[config.mk]
export PLATFORM = sky130hd
export DESIGN_NAME = bcd_time_counter
export DESIGN_NICKNAME = d
export VERILOG_FILES = /design/src/rtl/bcd_time_counter_pkg.sv /design/src/rtl/bcd_time_counter_digit.sv /design/src/rtl/bcd_time_counter.sv
export SDC_FILE = /design/constraint.sdc
export NUM_CORES = 1
export LEC_CHECK = 0
export ABC_CLOCK_PERIOD_IN_PS = 4700
export CORE_UTILIZATION = 50
export CTS_CLUSTER_DIAMETER = 200
export DETAILED_ROUTE_END_ITERATION = 6
export MAX_ROUTING_LAYER = met4
export PLACE_DENSITY = 0.85
export SLEW_MARGIN = 30
export SYNTH_ARGS = -nofsm -noshare
export SYNTH_HDL_FRONTEND = slang
export SYNTH_SLANG_ARGS = --single-unit
export TNS_END_PERCENT = 100
[constraint.sdc]
create_clock -name clk -period 4.7 [get_ports clk]
set_clock_uncertainty 0.05 [all_clocks]
set_input_delay 0.47 -clock clk [delete_from_list [all_inputs] [get_ports clk]]
set_output_delay 0.47 -clock clk [all_outputs]
set_load 0.01 [all_outputs]
[src/rtl/bcd_time_counter_pkg.sv]
// Shared types, digit limits and set-value validity check for the timekeeper
// and its neighbours (alarm comparator reuses hhmm_valid).
package bcd_time_counter_pkg;

    typedef logic [3:0] bcd_t;

    localparam bcd_t SEC_TENS_MAX      = 4'd5;
    localparam bcd_t MIN_TENS_MAX      = 4'd5;
    localparam bcd_t HR_TENS_MAX       = 4'd2;
    localparam bcd_t HR_ONES_MAX_AT_20 = 4'd3;
    localparam bcd_t ONES_MAX          = 4'd9;

    // A set HH:MM is legal only inside 00:00..23:59.
    function automatic logic hhmm_valid(input bcd_t h1, input bcd_t h0,
                                        input bcd_t m1, input bcd_t m0);
        logic ok;
        ok = (h1 <= HR_TENS_MAX) && (h0 <= ONES_MAX) &&
             (m1 <= MIN_TENS_MAX) && (m0 <= ONES_MAX);
        if ((h1 == HR_TENS_MAX) && (h0 > HR_ONES_MAX_AT_20)) begin
            ok = 1'b0;
        end else begin
            ok = ok;
        end
        return ok;
    endfunction

endpackage

[src/rtl/bcd_time_counter_digit.sv]
// One BCD digit with synchronous clear/load, wrap at a runtime maximum and a
// combinational carry so digits can be chained within a single tick.
module bcd_digit_counter
    import bcd_time_counter_pkg::*;
(
    input  logic clk,
    input  logic reset,
    input  logic clear,
    input  logic load,
    input  bcd_t load_val,
    input  logic inc,
    input  bcd_t max,
    output bcd_t digit,
    output logic carry
);

    bcd_t digit_r;
    logic at_max_s;

    // >= rather than == so an out-of-range value still wraps back to zero.
    assign at_max_s = (digit_r >= max);
    assign carry    = inc && at_max_s;
    assign digit    = digit_r;

    // Digit register: clear beats load beats increment.
    always_ff @(posedge clk or posedge reset) begin
        if (reset) begin
            digit_r <= 4'd0;
        end else if (clear) begin
            digit_r <= 4'd0;
        end else if (load) begin
            digit_r <= load_val;
        end else if (inc) begin
            digit_r <= at_max_s ? 4'd0 : (digit_r + 4'd1);
        end else begin
            digit_r <= digit_r;
        end
    end

endmodule

[src/rtl/bcd_time_counter.sv]
// 24-hour HH:MM:SS timekeeper: one-second prescaler, six chained BCD digits,
// set-value loading with validity check, and registered event pulses.
module bcd_time_counter
    import bcd_time_counter_pkg::*;
#(
    parameter int CLK_HZ  = 50000000,
    parameter int PRESC_W = 26
) (
    input  logic       clk,
    input  logic       reset,
    input  logic       hold,
    input  logic       load,
    input  logic [3:0] set_h1,
    input  logic [3:0] set_h0,
    input  logic [3:0] set_m1,
    input  logic [3:0] set_m0,
    output logic [3:0] h1,
    output logic [3:0] h0,
    output logic [3:0] m1,
    output logic [3:0] m0,
    output logic [3:0] s1,
    output logic [3:0] s0,
    output logic       sec_pulse,
    output logic       min_pulse,
    output logic       load_err,
    output logic       colon
);

    localparam logic [PRESC_W-1:0] PRESC_TERM = PRESC_W'(CLK_HZ - 1);
    localparam logic [PRESC_W-1:0] PRESC_HALF = PRESC_W'(CLK_HZ / 2);

    logic [PRESC_W-1:0] presc_r;
    logic [PRESC_W-1:0] presc_nxt_s;
    logic               tick_s;
    logic               valid_s;
    logic               load_ok_s;
    logic               load_bad_s;
    logic               inc_s;
    logic [4:0]         carry_s;
    logic               hr_carry_unused_s;
    bcd_t               h0_max_s;
    logic               sec_pulse_r;
    logic               min_pulse_r;
    logic               load_err_r;
    logic               colon_r;

    assign tick_s     = (presc_r == PRESC_TERM);
    assign valid_s    = hhmm_valid(set_h1, set_h0, set_m1, set_m0);
    assign load_ok_s  = load && valid_s;
    assign load_bad_s = load && !valid_s;
    // Any load (even a rejected one) swallows the tick of its cycle.
    assign inc_s      = tick_s && !load && !hold;

    // Prescaler next value: valid load restarts, load/hold freeze, tick wraps.
    always_comb begin
        presc_nxt_s = presc_r;
        if (load_ok_s) begin
            presc_nxt_s = {PRESC_W{1'b0}};
        end else if (load || hold) begin
            presc_nxt_s = presc_r;
        end else if (tick_s) begin
            presc_nxt_s = {PRESC_W{1'b0}};
        end else begin
            presc_nxt_s = presc_r + PRESC_W'(1);
        end
    end

    // Hours-ones limit drops to 3 once the tens digit reaches 2.
    always_comb begin
        h0_max_s = ONES_MAX;
        if (h1 == HR_TENS_MAX) begin
            h0_max_s = HR_ONES_MAX_AT_20;
        end else begin
            h0_max_s = ONES_MAX;
        end
    end

    bcd_digit_counter u_s0 (
        .clk(clk), .reset(reset), .clear(load_ok_s), .load(1'b0), .load_val(4'd0),
        .inc(inc_s), .max(ONES_MAX), .digit(s0), .carry(carry_s[0])
    );
    bcd_digit_counter u_s1 (
        .clk(clk), .reset(reset), .clear(load_ok_s), .load(1'b0), .load_val(4'd0),
        .inc(carry_s[0]), .max(SEC_TENS_MAX), .digit(s1), .carry(carry_s[1])
    );
    bcd_digit_counter u_m0 (
        .clk(clk), .reset(reset), .clear(1'b0), .load(load_ok_s), .load_val(set_m0),
        .inc(carry_s[1]), .max(ONES_MAX), .digit(m0), .carry(carry_s[2])
    );
    bcd_digit_counter u_m1 (
        .clk(clk), .reset(reset), .clear(1'b0), .load(load_ok_s), .load_val(set_m1),
        .inc(carry_s[2]), .max(MIN_TENS_MAX), .digit(m1), .carry(carry_s[3])
    );
    bcd_digit_counter u_h0 (
        .clk(clk), .reset(reset), .clear(1'b0), .load(load_ok_s), .load_val(set_h0),
        .inc(carry_s[3]), .max(h0_max_s), .digit(h0), .carry(carry_s[4])
    );
    // Day wrap needs no action beyond both hour digits returning to zero.
    bcd_digit_counter u_h1 (
        .clk(clk), .reset(reset), .clear(1'b0), .load(load_ok_s), .load_val(set_h1),
        .inc(carry_s[4]), .max(HR_TENS_MAX), .digit(h1), .carry(hr_carry_unused_s)
    );

    // Prescaler and registered event/colon outputs.
    always_ff @(posedge clk or posedge reset) begin
        if (reset) begin
            presc_r     <= {PRESC_W{1'b0}};
            sec_pulse_r <= 1'b0;
            min_pulse_r <= 1'b0;
            load_err_r  <= 1'b0;
            colon_r     <= 1'b1;
        end else begin
            presc_r     <= presc_nxt_s;
            sec_pulse_r <= inc_s;
            min_pulse_r <= carry_s[1];
            load_err_r  <= load_bad_s;
            colon_r     <= (presc_nxt_s < PRESC_HALF);
        end
    end

    assign sec_pulse = sec_pulse_r;
    assign min_pulse = min_pulse_r;
    assign load_err  = load_err_r;
    assign colon     = colon_r;

endmodule

# Yosys cells after proc, flatten, opt, wreduce, memory -nomap -nowiden
# Cells that the tools add are included.
# word_totals
reg_bits,54
# op_classes
add_sub_neg,7
n_lt_le_gt_ge,12
eq_ne,3
mux,23
n_reduce_logical,23
# op_table
operator,n
$mux 26,3
$mux 4,19
$add 26x1->26 const B,1
$eq 26x26->1 const B,1
$lt 26x25->1 const B,1
$add 4x1->4 const B,6
$logic_and 1x1->1,13
$reduce_bool 2->1,6
$eq 4x2->1 const B,2
$ge 4x3->1 const B,2
$ge 4x4->1 const B,2
$le 4x4->1 const B,2
$ge 4x2->1 const B,1
$ge 4x4->1,1
$gt 4x2->1 const B,1
$le 4x2->1 const B,1
$le 4x3->1 const B,1
$logic_not 1->1,3
$logic_or 1x1->1,1
$mux 1,1

# Depth between registers and ports, before layout
# Gate-level depths: netlist of run 1.
# logic_depth
ltp_word,10
depth_mapped,10
ltp_nobuf,10

# Hierarchy
# Synthesis of run 1 repeated with hierarchy kept, for this count alone.
# unflattened
cells_unflattened,444
area_unflattened_um2,3868.7
# modules_own_cells
mod,instances,cells_per_inst,area_per_inst_um2,seq_area_each_um2
bcd_digit_counter,6,38,339.1,100.1
bcd_time_counter,1,216,1834.3,752.0

# Worst setup path before layout of run 1
# OpenSTA, ideal clock, no wires.
# synth_path
path_type,flip-flop to flip-flop
from,register presc_r[0]
to,"register u_h1.digit_r[0], in the netlist u_h1.digit[0]"
setup_ns,0.124
t_arrival_ns,2.297
t_required_ns,4.526
setup_slack_ns,2.229
stages_incl_launch_ff,10
path_buffers,1
period_less_slack_ns,2.471
path_cell_list,dfrtp_1 -> ha_1 -> and4_4 -> nand3_2 -> or3_1 -> buf_4 -> o41a_4 -> nand2b_4 -> a211oi_2 -> a21oi_1
# synth_between
elab_chain_cells,9
# synth_rtl
item,line,rtl
"start, declared",bcd_time_counter.sv:32,logic [PRESC_W-1:0] presc_r;
"start signal, assigned",bcd_time_counter.sv:107,presc_r <= {PRESC_W{1'b0}};
"start signal, assigned",bcd_time_counter.sv:113,presc_r <= presc_nxt_s;
$eq 26x26->1,bcd_time_counter.sv:47,assign tick_s = (presc_r == PRESC_TERM);
$logic_and 1x1->1 (2 in series),bcd_time_counter.sv:52,assign inc_s = tick_s && !load && !hold;
$logic_and 1x1->1 (5 in series),bcd_time_counter_digit.sv:22,assign carry = inc && at_max_s;
$reduce_bool 2->1 (no source line),n/a,
"end signal, assigned",bcd_time_counter_digit.sv:32,digit_r <= load_val;
"end signal, assigned",bcd_time_counter_digit.sv:34,digit_r <= at_max_s ? 4'd0 : (digit_r + 4'd1);
"end signal, assigned",bcd_time_counter_digit.sv:36,digit_r <= digit_r;
"end, declared",bcd_time_counter_digit.sv:17,bcd_t digit_r;
# Every way passes these cells.
# A chain may end at the register's enable or synchronous reset.

# Worst setup path after layout of run 1
# layout_path
from,input port load
to,"register u_h1.digit_r[0], in the netlist u_h1.digit[0]"
# layout_between
elab_chain_cells,9
# layout_rtl
item,line,rtl
"start, declared",bcd_time_counter.sv:12,"input logic load,"
$logic_not 1->1,bcd_time_counter.sv:52,
$logic_and 1x1->1 (2 in series),bcd_time_counter.sv:52,
$logic_and 1x1->1 (5 in series),bcd_time_counter_digit.sv:22,
$reduce_bool 2->1 (no source line),n/a,
# Parallel ways exist; a longest one is shown, timed or not.

==> metrics, run 1 <==
width of the die=83.2 um; Post-Syn Area=3300 um2; worst slew pin tran=0.748 ns; DRT met1 WL=3.49 mm; hold buffer count at cts=0; most numerous cell types in the synthesized netlist=53 x sky130_fd_sc_hd__dfrtp_1, 48 x sky130_fd_sc_hd__nor2_1, 39 x sky130_fd_sc_hd__nand2_1, 21 x sky130_fd_sc_hd__o21ai_0, 20 x sky130_fd_sc_hd__a21oi_1; endpoint of the worst-slack reg-to-reg timing path=u_h1.digit[0]; area fraction of the dominant cell type after synthesis=40.2%; uppermost layer routed=met4; # Max-Cap Violations=0; Row Count=29; biggest area contributors in the synthesized netlist=sky130_fd_sc_hd__dfrtp_1 40%, sky130_fd_sc_hd__ha_1 6.8%, sky130_fd_sc_hd__nor2_1 5.5%, sky130_fd_sc_hd__nand2_1 4.4%, sky130_fd_sc_hd__o21ai_0 3.2%; DRC errors left=0; antenna diode count=0; final-stage net count=457; Detailed Place HPWL=5.58 mm; CTS tree=built; final worst path period share=67.7%; detailed-routing iteration count for the pre-antenna-repair pass=5; height of the die=83.2 um; Final Setup Violations=0; Max transition margin=50.0%; dominant cell by count in the synthesized netlist=sky130_fd_sc_hd__dfrtp_1; wire length of the first global-routing pass=13.1 mm; First DRT Iteration DRCs=222; number of vias in the routed layout=2938; GRT Overall Usage=23.4%; flops & latches, synth=54; placeable core area=6350 um2; Post-synth ARST share=100%; cell count after synthesis=374; cts repair resizes=0; count of buffers inserted at the top-level ports=47; layout filler cell count=508; vias in the first global route=2834; number of nets with antenna violations after detailed routing=0; TritonCTS sink count=54; total routed wirelength=7.54 mm; largest fanout on the critical path=11; layout cell share with drive strength beyond 1=5.00%; Net Count, Synth=412; combinational group share of total power=22.1%; top_reg_cell synth=sky130_fd_sc_hd__dfrtp_1; placer congestion estimate=0.912; clock insertion delay at the later pin of the skew report=0.31 ns; synthesis-to-finish area growth=19.3%; Overflow after GRT=0; Starting Density=52.0%; average footprint of a synthesized cell=8.82 um2; sequential cell fraction of total power=50.5%; Die ar.=6930 um2; endpoint class of the critical path=flop; final hold violations=0; total number of H-tree levels=2; fraction of the yosys area taken by sequential cells=41.0%; post-layout utilization of the core=62.0%; reg-to-reg critical path startpoint=presc_r[0]; Internal Pwr Total=0.798 mW; Setup crit start kind=input port; detail-routed net length per standard cell=15.2 um; Highest Clock Rate=0.314 GHz; Hold Path Sink=u_s0.digit[2]; result of the run=finished, final reports clean; amount of wire on met3 after detailed routing=304 um; biggest area consumer among synthesized cells=sky130_fd_sc_hd__dfrtp_1; net switching power=0.353 mW; kind of path behind the tightest hold check=reg -> reg; Post-CTS Repair Setup Buffers=0; Hold Crit Depth=1; post-route minimum period=3.18 ns; Top Ports=48; Met2 Wirelength=3.60 mm; kind of critical path=in -> reg; Setup Total Neg Slack=0 ns; Warnings, synthesis=0; number of enable flip-flop cells after synthesis=0; number of max-slew violations in the final report=0; clock root buffer=sky130_fd_sc_hd__clkbuf_8; Leakage Power=1.74 nW; min-delay src=u_s0.digit[2]; length in cells of the worst reg-to-reg path=8; worst supply voltage drop on vdd=202 uV; setup repair after global routing missed its margin=false; library cells used by synthesis=59; via/cell ratio=5.91; P per Cell Area=292 nW/um2; buffer depth of the longest clock path=2; switching share of power=30.7%; number of buffers created by CTS=5; maximum number of pins on one net before global-route repair=55; Max stage delay on crit path=0.62 ns; critical-path cell with the highest stage delay=sky130_fd_sc_hd__nor2_1; CTS clk-pin slew, worst paths=0.10 ns; required time of the critical path=4.86 ns; antenna violations before repair=0; cells along the critical path=clkdlybuf4s50_1, nor2_1, nand3_2, or3_1, o41a_4, nand2b_4, a211oi_2, a21oi_1; part of the power in the clock network=27.4%; worst-case register-to-register setup slack=1.96 ns; data arrival time of the critical path=3.34 ns
## worst max-delay path by stage
stage	start	endpoint	slack [ns]
final	load	u_h1.digit[0]	1.52
after global routing	load	colon	1.31
after CTS	load	u_h1.digit[0]	1.51
after detailed placement	load	u_h1.digit[0]	1.19
after global placement	load	u_h1.digit[0]	1.30
after floorplan	presc_r[0]	u_h1.digit[0]	2.23
## through the flow
step / instance area (um2) / hold WS, ns / setup WS, ns / cells / power [mW]
finish: 3940 / 0.502 / 1.52 / 497 / 1.15
global route: 3940 / 0.520 / 1.31 / 497 / 1.21
CTS: 3930 / 0.499 / 1.51 / 497 / 1.15
detailed placement: 3820 / 0.469 / 1.19 / 489 / 0.841
global placement: 3820 / 0.462 / 1.30 / 489 / 0.827
floorplan: 3300 / 0.469 / 2.23 / 374 / 0.724
## cell usage in the layout, fill, tap and decap left out, types with 2 or more instances in the layout
cell / n
sky130_fd_sc_hd__nor4_2: 2
sky130_fd_sc_hd__xor2_1: 8
sky130_fd_sc_hd__a21oi_1: 20
sky130_fd_sc_hd__and4bb_1: 2
sky130_fd_sc_hd__nor2_1: 48
sky130_fd_sc_hd__a21boi_0: 2
sky130_fd_sc_hd__a31oi_1: 5
sky130_fd_sc_hd__o31ai_1: 2
sky130_fd_sc_hd__or4b_1: 2
sky130_fd_sc_hd__nor4_1: 3
sky130_fd_sc_hd__dfrtp_1: 53
sky130_fd_sc_hd__nand2b_1: 4
sky130_fd_sc_hd__and2_1: 5
sky130_fd_sc_hd__nand3b_1: 2
sky130_fd_sc_hd__nor3b_1: 2
sky130_fd_sc_hd__o21ai_1: 6
sky130_fd_sc_hd__or3_1: 4
sky130_fd_sc_hd__nor3_1: 15
sky130_fd_sc_hd__clkdlybuf4s50_1: 47
sky130_fd_sc_hd__nand4_1: 7
sky130_fd_sc_hd__clkbuf_8: 5
sky130_fd_sc_hd__xnor2_1: 11
sky130_fd_sc_hd__mux2i_1: 2
sky130_fd_sc_hd__nand2_1: 39
sky130_fd_sc_hd__a211oi_1: 2
sky130_fd_sc_hd__o21ai_0: 21
sky130_fd_sc_hd__o22ai_1: 2
sky130_fd_sc_hd__and4_1: 4
sky130_fd_sc_hd__or4_1: 2
sky130_fd_sc_hd__and3_1: 8
sky130_fd_sc_hd__ha_1: 18
sky130_fd_sc_hd__inv_1: 18
sky130_fd_sc_hd__a221oi_1: 3
sky130_fd_sc_hd__nand3_1: 17
## cell families (layout without fill, tap and decap cells)
kind of cell               Yosys count  count (layout)  share of synthesized area, %
AOI/OAI and AO/OA                   75              75                          14.2
xor gates and xnor gates            19              19                          5.04
adders and majority gates           18              18                          6.83
buffers and inverters               30              76                          3.94
DFF                                 54              54                          41.0
muxes                                2               2                         0.607
and+or+nand+nor                    176             176                          28.4
## registers in the layout, summed over array words and instances (netlist names)
| signal | cells |
|---|---|
| u_h1.digit | 4 |
| u_s1.digit | 4 |
| min_pulse | 1 |
| u_s0.digit | 4 |
| u_m0.digit | 4 |
| u_h0.digit | 4 |
| load_err | 1 |
| u_m1.digit | 4 |
| colon | 1 |
| presc_r | 26 |
| sec_pulse | 1 |
## layer usage
metal / global-route usage (%) / up-vias
li1: - / 1418
met2: 37.0 / 93
met4: 7.37 / 0
met5: - / -
met3: 3.48 / 15
met1: 31.2 / 1412
## worst max-delay path, delay by kind of cell
family	cells	cell delay (ns)
AOI/OAI and AO/OA	3	0.82
buffers and inverters	1	0.51
and+or+nand+nor	4	1.54
## power by group through the flow
stage	registers [mW]	clock network (mW)	logic, mW
6_report	0.581	0.316	0.254
2_1_floorplan	0.580	0	0.144
5_1_grt	0.592	0.333	0.289
4_1_cts	0.579	0.320	0.256
3_5_place_dp	0.587	0	0.254
3_3_place_gp	0.584	0	0.244
## final cells by class
cell class / count / area, um2 / share of cell area [%]
clock buffers: 6 / 72.6 / 1.84
clock inverters: 2 / 37.5 / 0.954
inverters: 20 / 80.1 / 2.03
multi-input cells: 290 / 1820 / 46.2
flip-flops and latches: 54 / 1350 / 34.4
well taps: 77 / 96.3 / 2.45
repair buffers: 48 / 478 / 12.1
No activity file was read; power rests on OpenSTA's default activity.
==> inputs of run 2 (changes only) <==
- ABC_CLOCK_PERIOD_IN_PS: 4700 -> 3100
- clock period: 4.7 -> 3.1 ns (I/O delays scaled with it)
==> run 2 against run 1 <==
  * Clock-buffer cell count grew 1
  * Core utilization up 0.87 points
  * Flip-flop and latch count unchanged
  * Via count up 0.99%
  * Sequential power rose by 51%
  * Critical endpoint unchanged
  * Highest routed layer unchanged
==> metrics, run 2 (synthesis results as in run 1) <==
maximum number of pins on one net before global-route repair=29 (-47%); post-route cell area=3990 um2 (+1.4%); leading cell types in the layout, fill and taps excluded=53 x sky130_fd_sc_hd__dfrtp_1, 48 x sky130_fd_sc_hd__nor2_1, 47 x sky130_fd_sc_hd__clkdlybuf4s50_1; detail-routed net length per standard cell=15.2 um (+0.29%); placeable core area=6350 um2 (unchanged); DRC errors left=0 (unchanged); CTS clk-pin slew, worst paths=0.09 ns (about the same); number of max-slew violations in the final report=0 (unchanged); number of buffers created by CTS=5 (unchanged); antenna diode count=0 (unchanged); buffer depth of the longest clock path=2 (unchanged); worst slew pin tran=0.661 ns (-0.0869 ns); post-route non-filler standard cell count=507 (+2.0%); clock root buffer=sky130_fd_sc_hd__clkbuf_8; Starting Density=52.0% (unchanged); number of vias in the routed layout=2967 (+0.99%); switching share of power=31.2% (+0.45 points); Setup crit start kind=flop; Leakage Power=1.78 nW (+2.8%); clock insertion delay at the later pin of the skew report=0.30 ns (about the same); result of the run=finished, final reports clean; final-layout worst hold slack=0.211 ns (-0.291 ns); synthesis-to-finish area growth=20.9%; Final Worst Setup Slack=0.421 ns (-1.10 ns); data arrival time of the critical path=2.82 ns (-0.52 ns); post-layout utilization of the core=62.8% (+0.87 points); combinational group share of total power=23.8% (+1.7 points); number of nets with antenna violations after detailed routing=0 (unchanged); post-route minimum period=2.68 ns; endpoint of the worst-slack reg-to-reg timing path=u_h1.digit[0]; placed inst area=3900 um2 (+2.0%); hold buffer count at cts=0 (unchanged); wire length of the first global-routing pass=13.5 mm (+3.4%); placement-stage worst setup slack=0.259 ns (-0.936 ns); kind of path behind the tightest hold check=in -> async; width of the die=83.2 um (unchanged); Max transition margin=55.8% (+5.8 points); worst-case register-to-register setup slack=0.42 ns (-1.54 ns); largest register by flop count=presc_r; kind of critical path=reg -> reg; Post-CTS Repair Setup Buffers=0 (unchanged); Die ar.=6930 um2 (unchanged); net switching power=0.524 mW (+48%); count of buffers inserted at the top-level ports=47 (unchanged); CTS tree=built; Highest Clock Rate=0.373 GHz; # Max-Cap Violations=0 (unchanged); total routed wirelength=7.71 mm (+2.3%); Cell Count Post-Placement=499 (+2.0%); height of the die=83.2 um (unchanged); TritonCTS sink count=54 (unchanged); length in cells of the worst reg-to-reg path=8 (unchanged); Overflow after GRT=0 (unchanged); vias in the first global route=2943 (+3.8%); Total Power=1.68 mW (+46%); Detailed Place HPWL=5.79 mm (+3.8%); First DRT Iteration DRCs=183 (-18%); detailed-routing iteration count for the pre-antenna-repair pass=5 (unchanged); part of the power in the clock network=24.0% (-3.4 points); required time of the critical path=3.24 ns (-1.62 ns); Row Count=29 (unchanged); layout cell share with drive strength beyond 1=6.98% (+2.0 points); GRT Overall Usage=24.2% (+0.78 points); final hold violations=0 (unchanged); total number of H-tree levels=2 (unchanged); setup repair after global routing missed its margin=false; placer congestion estimate=0.952 (+4.5%); final worst path period share=86.4%; Internal Pwr Total=1.16 mW (+45%); via/cell ratio=5.85 (-1.0%); P per Cell Area=422 nW/um2 (+44%); sequential cell fraction of total power=52.2% (+1.7 points); final-stage net count=467 (+2.2%); largest fanout on the critical path=9 (-2); cts repair resizes=0 (unchanged); reg-to-reg critical path startpoint=presc_r[0]; antenna violations before repair=0 (unchanged); endpoint class of the critical path=flop; Final Setup Violations=0 (unchanged); max FFs per register=26 (unchanged); most common library cell in the layout ignoring fill and taps=sky130_fd_sc_hd__dfrtp_1; worst supply voltage drop on vdd=293 uV (+45%); Top Ports=48 (unchanged); Setup Total Neg Slack=0 ns (unchanged)
run 2: changes by cell type in the layout (fill, tap and decap cells not counted):
| cell | change |
|---|---|
| sky130_fd_sc_hd__and3_1 | +1 |
| sky130_fd_sc_hd__and3_2 | -1 |
| sky130_fd_sc_hd__buf_4 | +10 |
| sky130_fd_sc_hd__bufinv_16 | -1 |
| sky130_fd_sc_hd__clkbuf_8 | +1 |
| sky130_fd_sc_hd__clkinv_2 | +1 |
| sky130_fd_sc_hd__clkinvlp_4 | -1 |
run 2: worst max-delay path, stage by stage (launching register included):
cell	delay [ns]
sky130_fd_sc_hd__dfrtp_1	0.41
sky130_fd_sc_hd__ha_1	0.25
sky130_fd_sc_hd__and4_4	0.27
sky130_fd_sc_hd__nand3_2	0.11
sky130_fd_sc_hd__or3_1	0.49
sky130_fd_sc_hd__o41a_4	0.56
sky130_fd_sc_hd__nand2b_4	0.19
sky130_fd_sc_hd__a211oi_2	0.20
sky130_fd_sc_hd__a21oi_1	0.06
run 2: final cells by class:
type                    instances  area (um2)
clock buffers                   7        86.3
clock inverters                 1        5.00
fillers                       521        2360
inverters                      20        80.1
multi-input cells             290        1820
flip-flops and latches         54        1350
well taps                      77        96.3
repair buffers                 58         553
run 2: per-layer routing:
metal	GRT usage (%)	part of all wire, %
met1	32.7	46
met2	38.3	48
met3	2.29	5.3
met4	8.62	1.3
met5	-	0
run 2: power groups by stage:
| stage | registers [mW] | clock network (mW) | logic (mW) |
|---|---|---|---|
| global placement | 0.886 | 0 | 0.383 |
| CTS | 0.878 | 0.410 | 0.404 |
| floorplan | 0.879 | 0 | 0.218 |
| finish | 0.879 | 0.403 | 0.400 |
| global route | 0.893 | 0.436 | 0.450 |
| detailed placement | 0.891 | 0 | 0.400 |
run 2: how the worst max path moves through the flow:
stage | startpoint | to | slack, ns | cells past startpoint
after global placement | hold | u_h1.digit[0] | 0.37 | 8
after floorplan | presc_r[0] | u_h1.digit[0] | 0.63 | 9
after detailed placement | load | colon | 0.26 | 8
after global routing | presc_r[1] | u_m1.digit[1] | 0.30 | 8
after CTS | presc_r[1] | u_h1.digit[0] | 0.42 | 8
final | presc_r[0] | u_h1.digit[0] | 0.42 | 8
==> patch (settings of run 2) <==
Register the inputs `hold`, `load`, `set_h1`, `set_h0`, `set_m1` and `set_m0` before use, without a reset. The logic sees them one clock later. Comments in the files are not updated.
--- a/src/rtl/bcd_time_counter.sv
+++ b/src/rtl/bcd_time_counter.sv
@@ -31,2 +31,18 @@
 
+    logic hold_q;
+    logic load_q;
+    logic [3:0] set_h1_q;
+    logic [3:0] set_h0_q;
+    logic [3:0] set_m1_q;
+    logic [3:0] set_m0_q;
+
+    always_ff @(posedge clk) begin
+        hold_q   <= hold;
+        load_q   <= load;
+        set_h1_q <= set_h1;
+        set_h0_q <= set_h0;
+        set_m1_q <= set_m1;
+        set_m0_q <= set_m0;
+    end
+
     logic [PRESC_W-1:0] presc_r;
@@ -47,7 +63,7 @@
     assign tick_s     = (presc_r == PRESC_TERM);
-    assign valid_s    = hhmm_valid(set_h1, set_h0, set_m1, set_m0);
-    assign load_ok_s  = load && valid_s;
-    assign load_bad_s = load && !valid_s;
+    assign valid_s    = hhmm_valid(set_h1_q, set_h0_q, set_m1_q, set_m0_q);
+    assign load_ok_s  = load_q && valid_s;
+    assign load_bad_s = load_q && !valid_s;
     // Any load (even a rejected one) swallows the tick of its cycle.
-    assign inc_s      = tick_s && !load && !hold;
+    assign inc_s      = tick_s && !load_q && !hold_q;
 
@@ -58,3 +74,3 @@
             presc_nxt_s = {PRESC_W{1'b0}};
-        end else if (load || hold) begin
+        end else if (load_q || hold_q) begin
             presc_nxt_s = presc_r;
@@ -86,3 +102,3 @@
     bcd_digit_counter u_m0 (
-        .clk(clk), .reset(reset), .clear(1'b0), .load(load_ok_s), .load_val(set_m0),
+        .clk(clk), .reset(reset), .clear(1'b0), .load(load_ok_s), .load_val(set_m0_q),
         .inc(carry_s[1]), .max(ONES_MAX), .digit(m0), .carry(carry_s[2])
@@ -90,3 +106,3 @@
     bcd_digit_counter u_m1 (
-        .clk(clk), .reset(reset), .clear(1'b0), .load(load_ok_s), .load_val(set_m1),
+        .clk(clk), .reset(reset), .clear(1'b0), .load(load_ok_s), .load_val(set_m1_q),
         .inc(carry_s[2]), .max(MIN_TENS_MAX), .digit(m1), .carry(carry_s[3])
@@ -94,3 +110,3 @@
     bcd_digit_counter u_h0 (
-        .clk(clk), .reset(reset), .clear(1'b0), .load(load_ok_s), .load_val(set_h0),
+        .clk(clk), .reset(reset), .clear(1'b0), .load(load_ok_s), .load_val(set_h0_q),
         .inc(carry_s[3]), .max(h0_max_s), .digit(h0), .carry(carry_s[4])
@@ -99,3 +115,3 @@
     bcd_digit_counter u_h1 (
-        .clk(clk), .reset(reset), .clear(1'b0), .load(load_ok_s), .load_val(set_h1),
+        .clk(clk), .reset(reset), .clear(1'b0), .load(load_ok_s), .load_val(set_h1_q),
         .inc(carry_s[4]), .max(HR_TENS_MAX), .digit(h1), .carry(hr_carry_unused_s)
Function: changed (Yosys sat finds a counterexample within 4 cycles, from zero or initial values and one cycle with reset high).
==> patch against run 2 <==
- die area up 9.7%
- sequential power up 23%
- final area up 11%
- sequential cell count up 18
- fmax down 4.0%
- critical path depth down 2
- total power up 31%
- routed wire length up 4.2%
- count of clock-buffer cells in the layout up 4
- combinational power down 24%
- worst hold slack better by 0.13 ns
- synthesized area up 9.9%
- setup slack worse by 0.11 ns
- critical path type unchanged
==> patch: results (changes against run 2) <==
[drt]
vias=3092  ; +4.2%
wl_met1_um=3598  ; +2.2%
drt_iter0_drc=207  ; +13%
drt_wl_total_um=8038  ; +4.2%
viasPerCell=5.769  ; -1.4%
route.met2.wl_um=3815  ; +3.5%

[worst_setup_path]
reg2reg_slack_ns=0.31  ; -0.11 ns
reg2reg_depth=6  ; -2
path_max_fanout=8  ; -1
crit_path_start=presc_r[7]
arrival_ns=2.98  ; +0.16 ns
crit_slowest_cell=or4_4

[grt]
grtUsageTotal_pct=23.04  ; -1.2 points
globalRouteMet1Util_pct=30.43  ; -2.3 points
grt_pass1_vias=2815  ; -4.3%
grt_max_degree=55  ; +90%

[clocking]
htreeDepth=3  ; +1
clk_latency_ns=0.35  ; +0.05 ns

[logic_synthesis]
syn-num-nets=423  ; +2.7%
syn_inst=385  ; +2.9%
ys_top_cells_by_area=dfrtp_1, dfxtp_1, ha_1
synth_common_cells=dfrtp_1, nor2_1, o21ai_0, nand2_1, inv_1
async_reset_ff_share_pct=75.00  ; -25 points
seq_area_frac_synth_pct=47.22  ; +6.2 points

[timing]
fin_crit_sh_pct=90.03  ; +3.6 points
fin_hold_ws_ns=0.3386  ; +0.1276 ns
tightest_slew_ns=0.6972  ; +0.03663 ns

[finish]
layout-drive-gt1-share_pct=7.955  ; +0.98 points
nets=473  ; +1.3%

[power]
power_leakage_nw=1.948  ; +9.2%
power_density_mw_per_mm2=496.7  ; +18%
internal_power_w=0.001601  ; +38%

[place]
hpwlAfterDp_um=5615  ; -3.0%
dp_slack_ns=0.3331  ; +0.07417 ns
place_congestion=0.8561  ; -10%

[run_status]
status=completed

[patch: changes by cell type after synthesis, moves of 3 or more]
cell,delta
dfxtp_1,+18
o21ai_0,+15
nand2_1,-11
clkbuf_1,+5
nor2_1,-5
o21ai_1,-5
a21oi_1,-4
nand4_1,+4
nor2b_1,+4
nand3_1,-3
nand4b_1,+3
xor2_1,+3
[patch: layout make-up]
class / count / area (sq um) / area share, %
Clock inverter: 5 / 61.31 / 1.383
Sequential cell: 72 / 1713 / 38.64
Inverter: 19 / 71.32 / 1.609
Multi-Input combinational cell: 281 / 1797 / 40.53
Clock buffer: 11 / 162.7 / 3.669
Timing Repair Buffer: 52 / 508.0 / 11.46
Tap cell: 96 / 120.1 / 2.710
[patch: cells by family after synthesis]
logic type	share of synthesized area, %
XOR/XNOR	4.829
adder cells (fa/ha/maj)	6.209
AND/OR/NAND/NOR	23.94
flip-flops	47.22
buffers and inverters	3.311
AO/OA/AOI/OAI	14.21
multiplexers	0.2760
